File: config.mk
export PLATFORM = sky130hd
export DESIGN_NAME = ram
export DESIGN_NICKNAME = d
export VERILOG_FILES = /design/src/rtl/ram_pkg.sv /design/src/rtl/ram_boot_rom.sv /design/src/rtl/ram.sv
export SDC_FILE = /design/constraint.sdc
export NUM_CORES = 2
export LEC_CHECK = 0
export CAP_MARGIN = 20
export CELL_PAD_IN_SITES_DETAIL_PLACEMENT = 0
export CELL_PAD_IN_SITES_GLOBAL_PLACEMENT = 1
export CORE_ASPECT_RATIO = 0.9
export CORE_UTILIZATION = 51
export DETAILED_ROUTE_END_ITERATION = 10
export PLACE_DENSITY_LB_ADDON = 0.1
export SETUP_SLACK_MARGIN = 0.5
export SYNTH_ARGS = -nofsm -noshare
export SYNTH_HDL_FRONTEND = slang
export SYNTH_HIERARCHICAL = 1
export SYNTH_SLANG_ARGS = --single-unit
File: constraint.sdc
create_clock -name clk -period 3.5 [get_ports clk]
set_input_delay 0.525 -clock clk [delete_from_list [all_inputs] [get_ports clk]]
set_output_delay 0.525 -clock clk [all_outputs]
set_load 0.03 [all_outputs]
File: src/rtl/ram_pkg.sv
// Shared sizes, word type and boot image for the 128 x 9 program/data RAM.
package ram_pkg;

  localparam int unsigned ADDR_W = 7;
  localparam int unsigned DATA_W = 9;
  localparam int unsigned DEPTH  = 1 << ADDR_W;
  localparam int unsigned INIT_N = 20;

  typedef logic [DATA_W-1:0] word_t;

  // Words loaded into addresses 0x00..0x13 on every reset edge
  localparam word_t BOOT_IMAGE [INIT_N] = '{
    9'h048, 9'h001, 9'h050, 9'h000, 9'h058, 9'h080, 9'h153, 9'h091,
    9'h058, 9'h1FF, 9'h02F, 9'h060, 9'h1FF, 9'h007, 9'h0E1, 9'h1B8,
    9'h0D9, 9'h1BD, 9'h078, 9'h004
  };

endpackage : ram_pkg

File: src/rtl/ram_boot_rom.sv
// Combinational boot-image lookup: image word for addresses below INIT_N, zero above.
module ram_boot_rom
  import ram_pkg::*;
(
  input  logic [ADDR_W-1:0] addr,
  output word_t             word
);

  localparam int unsigned IDX_W = $clog2(INIT_N);

  logic [IDX_W-1:0] idx;

  assign idx = addr[IDX_W-1:0];

  // Select the image word, or zero outside the boot region
  always_comb begin
    word = '0;
    if (addr < ADDR_W'(INIT_N)) begin
      word = BOOT_IMAGE[idx];
    end
  end

endmodule : ram_boot_rom

File: src/rtl/ram.sv
// 128 x 9 single-port RAM: synchronous write, asynchronous read, reset reloads the boot image.
module ram
  import ram_pkg::*;
(
  input  logic              clk,
  input  logic              rst,
  input  logic [ADDR_W-1:0] addr,
  input  logic [DATA_W-1:0] data,
  input  logic              wr_en,
  output logic [DATA_W-1:0] q
);

  word_t mem_q      [DEPTH];
  word_t mem_d      [DEPTH];
  word_t boot_words [DEPTH];

  // One ROM lookup per word so the whole array reloads on a single reset edge
  for (genvar i = 0; i < int'(DEPTH); i++) begin : g_boot
    ram_boot_rom u_boot_rom (
      .addr (ADDR_W'(i)),
      .word (boot_words[i])
    );
  end

  // Next array contents: unchanged except for the addressed word on a write
  always_comb begin
    mem_d = mem_q;
    if (wr_en) begin
      mem_d[addr] = data;
    end
  end

  // Storage update; reset wins over a simultaneous write
  always_ff @(posedge clk) begin
    if (rst) begin
      mem_q <= boot_words;
    end else begin
      mem_q <= mem_d;
    end
  end

  // Asynchronous read, no bypass of a pending write
  assign q = mem_q[addr];

endmodule : ram

# ---- Word-level counts from Yosys, hierarchy flattened
# Index checks and enable logic that the tools add are counted.
dict set report word_totals {
  regBits 1152
  latchBits 0
  mem_bits_rw 0
  romBits 0
  in_bits 19
  out_inout_bits 9
  word_cells 138
  memories 0
}
dict set report op_classes {
  add_sub_neg 0
  n_mul 0
  n_div 0
  magnitude_cmp 2
  n_eq_ne 0
  shift 0
  n_mux 6
  bitwise_logic 1
  reduce_logical 1
}
# op n
set ops {}
lappend ops {{1152-bit bitwise mux} 1}
lappend ops {{9-bit binary-select mux with 7-bit select} 1}
lappend ops {{9-bit demux with 7-bit select} 1}
lappend ops {{9-bit two-way mux} 3}
lappend ops {{8-bit >= comparator, second input constant} 1}
lappend ops {{8-bit by 1-bit < comparator with 1-bit output, second input constant} 1}
lappend ops {{7-bit NOT with 8-bit output} 1}
lappend ops {{1-bit logical AND} 1}

# ---- Logic depth before layout (Yosys ltp)
dict set report logic_depth {
  depth_word 6
  ltp_mapped 12
  ltp_nobuf 7
}

# ---- Hierarchy
# The synthesis kept the hierarchy.
# mod instances cells_each area_each_um2 seq_area_each_um2
set modules_own_cells {}
lappend modules_own_cells {ram 1 5394 56940.9 34593.2}
lappend modules_own_cells {{ram_boot_rom at g_boot[101].u_boot_rom ...} 126 58 426.7 0.0}
lappend modules_own_cells {{ram_boot_rom at g_boot[100].u_boot_rom} 1 57 412.9 0.0}
lappend modules_own_cells {{ram_boot_rom at g_boot[0].u_boot_rom} 1 60 410.4 0.0}

# ---- Worst setup path after synthesis
# Ideal clock, no wire load.
dict set report synth_timing {
  path_kind {input-to-output}
  start {input addr[0]}
  end {output q[8]}
  arrival_time_ns 3.111
  t_required_ns 2.975
  path_slack_ns -0.136
  cell_stages 10
  n_path_buf 5
  cell_sequence {buf_6 buf_4 and3b_1 buf_2 clkbuf_1 buf_2 a222oi_1 o22ai_1 a211oi_1 o311ai_0}
}
dict set report synth_between {
  elab_chain_cells 4
}
# item line
set synth_lines {}
lappend synth_lines {{start: declaration} ram.sv:7} ;# input logic [ADDR_W-1:0] addr,
lappend synth_lines {{7-bit NOT with 8-bit output (not written as such)} ram.sv:43} ;# assign q = mem_q[addr];
lappend synth_lines {{9-bit binary-select mux with 7-bit select} ram.sv:43}
lappend synth_lines {{9-bit two-way mux (not written as such) (2 in series)} ram.sv:43}
lappend synth_lines {{end: declaration} ram.sv:10} ;# output logic [DATA_W-1:0] q
# Every way passes these cells. The select of a mux whose other input is x is not followed.

# ---- Worst setup path in the final report
dict set report layout_timing {
  start {register mem_q[191] (netlist bit)}
  end {output q[2]}
}
dict set report layout_between {
  elab_chain_cells 3
}
# item line
set layout_lines {}
lappend layout_lines {{start: declaration} ram.sv:13} ;# word_t mem_q [DEPTH];
lappend layout_lines {{start signal: assignment} ram.sv:36} ;# mem_q <= boot_words;
lappend layout_lines {{start signal: assignment} ram.sv:38} ;# mem_q <= mem_d;
lappend layout_lines {{9-bit binary-select mux with 7-bit select} ram.sv:43}
lappend layout_lines {{9-bit two-way mux (not written as such) (2 in series)} ram.sv:43}
# Every way passes these cells. The select of a mux whose other input is x is not followed.

==> qor.yml <==
status: "finished with violations"
violations: "setup timing"
p_comb_frac: 0.250
critPathCaptureType: "output pin"
dpl.hpwl_mm: 274
yosys_register_bits: 1152
gp_congestion: 0.960
grt_pass1_wl_mm: 559
route.detailed.drc: 0
drt-total-wl_mm: 372
path_max_fanout: 1
dieHeight_um: 446
pwr-share-seq: 0.402
grt_start_max_net_pins: 142
ys_warn_count: 6
p_int_uw: 27800
core_region_area_um2: 217000
h-tree-depth: 4
cts_tree: "built"
cp-start-kind: "flip-flop"
preCtsSetupSlack_ns: -0.920
largest_register_ffs: 1152
n_fill_cell: 19700
numCtsBuffers: 134
synth_cells: 12800
crit_family: "compound AO/OA/AOI/OAI gates"
dp_cells: 19200
start_util: 0.514
die_w_um: 495
clkTransAtPathRegs_ns: 0.06
overflow: 0
worst_pin_slew_ns: 0.917
vias: 102000
drt-initial-drc-count: 11200
clock-sinks: 1152
ctsHoldBuffers: 0
crit_required_ns: 2.97
max_stage_delay_ns: 0.59
hp-class: "in -> reg"
rows: 162
syn_to_final_growth_pct: 21.1
setup_viol: 9
worst_slack_ns: -0.762
regArea_um2: 34600
cp_cell_sequence: "mux2_2 > a221o_1 > a222oi_1 > o22ai_1 > a211o_1 > a311o_2 > buf_12"
power_leakage_uw: 0.0567
synth_ff_type: "edfxtp_1"
maxSlewHeadroom: 0.389
antenna_found_initial: 15
synth_area_um2: 112000
clockPowerShare: 0.347
slew_viol_final: 0
arrival_ns: 3.74
grtUsageTotal: 0.329
fmax_mhz: 235
switching_share: 0.324
hp-start: "rst"
cts-root-buf: "clkbuf_16"
cellPowerDensity_nw_per_um2: 305
post_drt_wl_per_cell_um: 19.1
cts_max_path_buffers: 3
final_util: 0.623
firstDrtPassIters: 8
final_cell_count_no_fill: 19500
power_uw: 41200
io_pins: 28
largestRegisters: "mem_q: 1152 flops"
finalSetupTns_ns: -3.31
drv_cap: 0
crit_slowest_cell: "a222oi_1"
whs_path_depth: 3
async_reset_ff_frac: 0
grt_pass1_vias: 91900
worst-path-buf-inv: 1
io_buffers: 27
p_sw_uw: 13300
rsz0062_at_grt: "yes"
synth_cell_types: 77
detail-route-antenna-nets: 0
worstSetupPathType: "reg -> out"
viasPerCell: 5.25
regMostFlops: "mem_q"
hold-path-endpoint: "mem_q[1036]$_DFFE_PP_"
synth_seq_area_share: 0.310
multi_input_comb_area_um2: 84800
period_needed_ns: 4.26
die_area_um2: 221000
finalHoldViolCount: 0
drive_gt1_frac: 0.136
max-vdd-ir-drop_mv: 0.531
synth-edff-count: 1152
fin_nets: 17400
syn_avg_cell_area_um2: 8.70
finalCritPeriodShare: 1.22
==> logic make-up (layout without fill, tap and decap cells) <==
family,Yosys count,after routing,share of synthesized area
adders and majority gates,896,896,0.101
AOI/OAI and AO/OA,4723,4723,0.299
DFF,1152,1152,0.310
and+or+nand+nor,4479,4479,0.195
other,2,3848,0.0000673
buffers and inverters,1286,1235,0.0658
muxes,281,281,0.0289
==> tightest hold or removal path: stages <==
cell and delay, ns:
buf_8 0.23, nand2_1 0.12, o21ai_0 0.08
==> cell usage after synthesis (all sizes together) (55+ instances only) <==
master,count,area (um^2)
edfxtp,1152,34600
nand2,2097,7870
mux2i,199,1990
a31oi,136,851
nand3,260,1300
a221oi,462,5640
a31o,126,1100
nor3,144,721
mux2,55,623
inv,388,1460
clkbuf,408,1530
a211oi,144,1720
buf,489,4350
ha,896,11200
a311oi,128,1120
nor2,769,3200
o21ai,2135,11200
a21oi,799,4470
o21bai,127,953
a2111oi,130,1930
and2b,378,3150
nor2b,789,5250
a22o,152,1330
a22oi,216,1620
==> worst max-delay path by stage <==
stage                     slack [ns]  cells past startpoint  endpoint                  from
final                          -0.76                      7      q[2]  mem_q[191]$_DFFE_PP_
after global routing           -0.74                      8      q[2]  mem_q[758]$_DFFE_PP_
after CTS                      -0.66                      8      q[2]  mem_q[758]$_DFFE_PP_
after detailed placement       -0.92                     12      q[5]               addr[0]
after global placement         -0.86                     14      q[8]               addr[0]
after floorplan                 0.46                      7      q[2]               addr[0]
==> stage by stage <==
stage | hold slack [ns] | instance area (um^2)
floorplan | 0.896 | 126000
global placement | 1.18 | 130000
detailed placement | 1.20 | 130000
CTS | 0.332 | 135000
global route | 0.400 | 135000
finish | 0.418 | 135000
==> power by group through the flow <==
stage                     combinational (uW)  sequential, uW  clock [uW]
after global placement                  8930           16800           0
after CTS                               9090           16600       14300
final                                  10300           16600       14300
after global routing                   11200           16600       14800
after detailed placement                8950           16800           0
after floorplan                         7110           16500           0
==> placed cells by master (no fill, tap or decap), drive strengths merged, types with 11 or more instances in the layout <==
cell,synthesis,final
a2111oi,130,130
a211oi,144,144
a21oi,799,799
a221o,35,35
a221oi,462,462
a222oi,21,21
a22o,152,152
a22oi,216,216
a311oi,128,128
a31o,126,126
a31oi,136,136
and2b,378,378
buf,489,593
bufinv,0,11
clkbuf,408,163
clkinv,1,53
conb,2,3846
edfxtp,1152,1152
ha,896,896
inv,388,398
mux2,55,55
mux2i,199,199
mux4,27,27
nand2,2097,2097
nand2b,14,14
nand3,260,260
nor2,769,769
nor2b,789,789
nor3,144,144
o211ai,11,11
o21ai,2135,2135
o21bai,127,127
o221ai,19,19
o22ai,31,31
==> layout make-up <==
class,count,area share
Multi-Input combinational cell,14200,0.628
Sequential cell,1152,0.256
Timing Repair Buffer,606,0.0461
Tap cell,2870,0.0266
Clock buffer,161,0.0261
Inverter,389,0.0109
Clock inverter,79,0.00607
Antenna cell,2,0.0000371
==> layer usage <==
metal	routed length, um	global-route usage	up-vias
li1	-	-	50500
met1	159000	0.458	46700
met2	162000	0.509	4284
met3	35300	0.0575	742
met4	15700	0.123	10
met5	67	0	-
==> what timing repair did <==
item,CTS,global route
buffers inserted,19,4
gates cloned,2,0
pin swaps,37,17
gates resized for setup,102,47
endpoints found under the setup margin,9,9
Note: power is estimated with default switching activity, not from simulation.
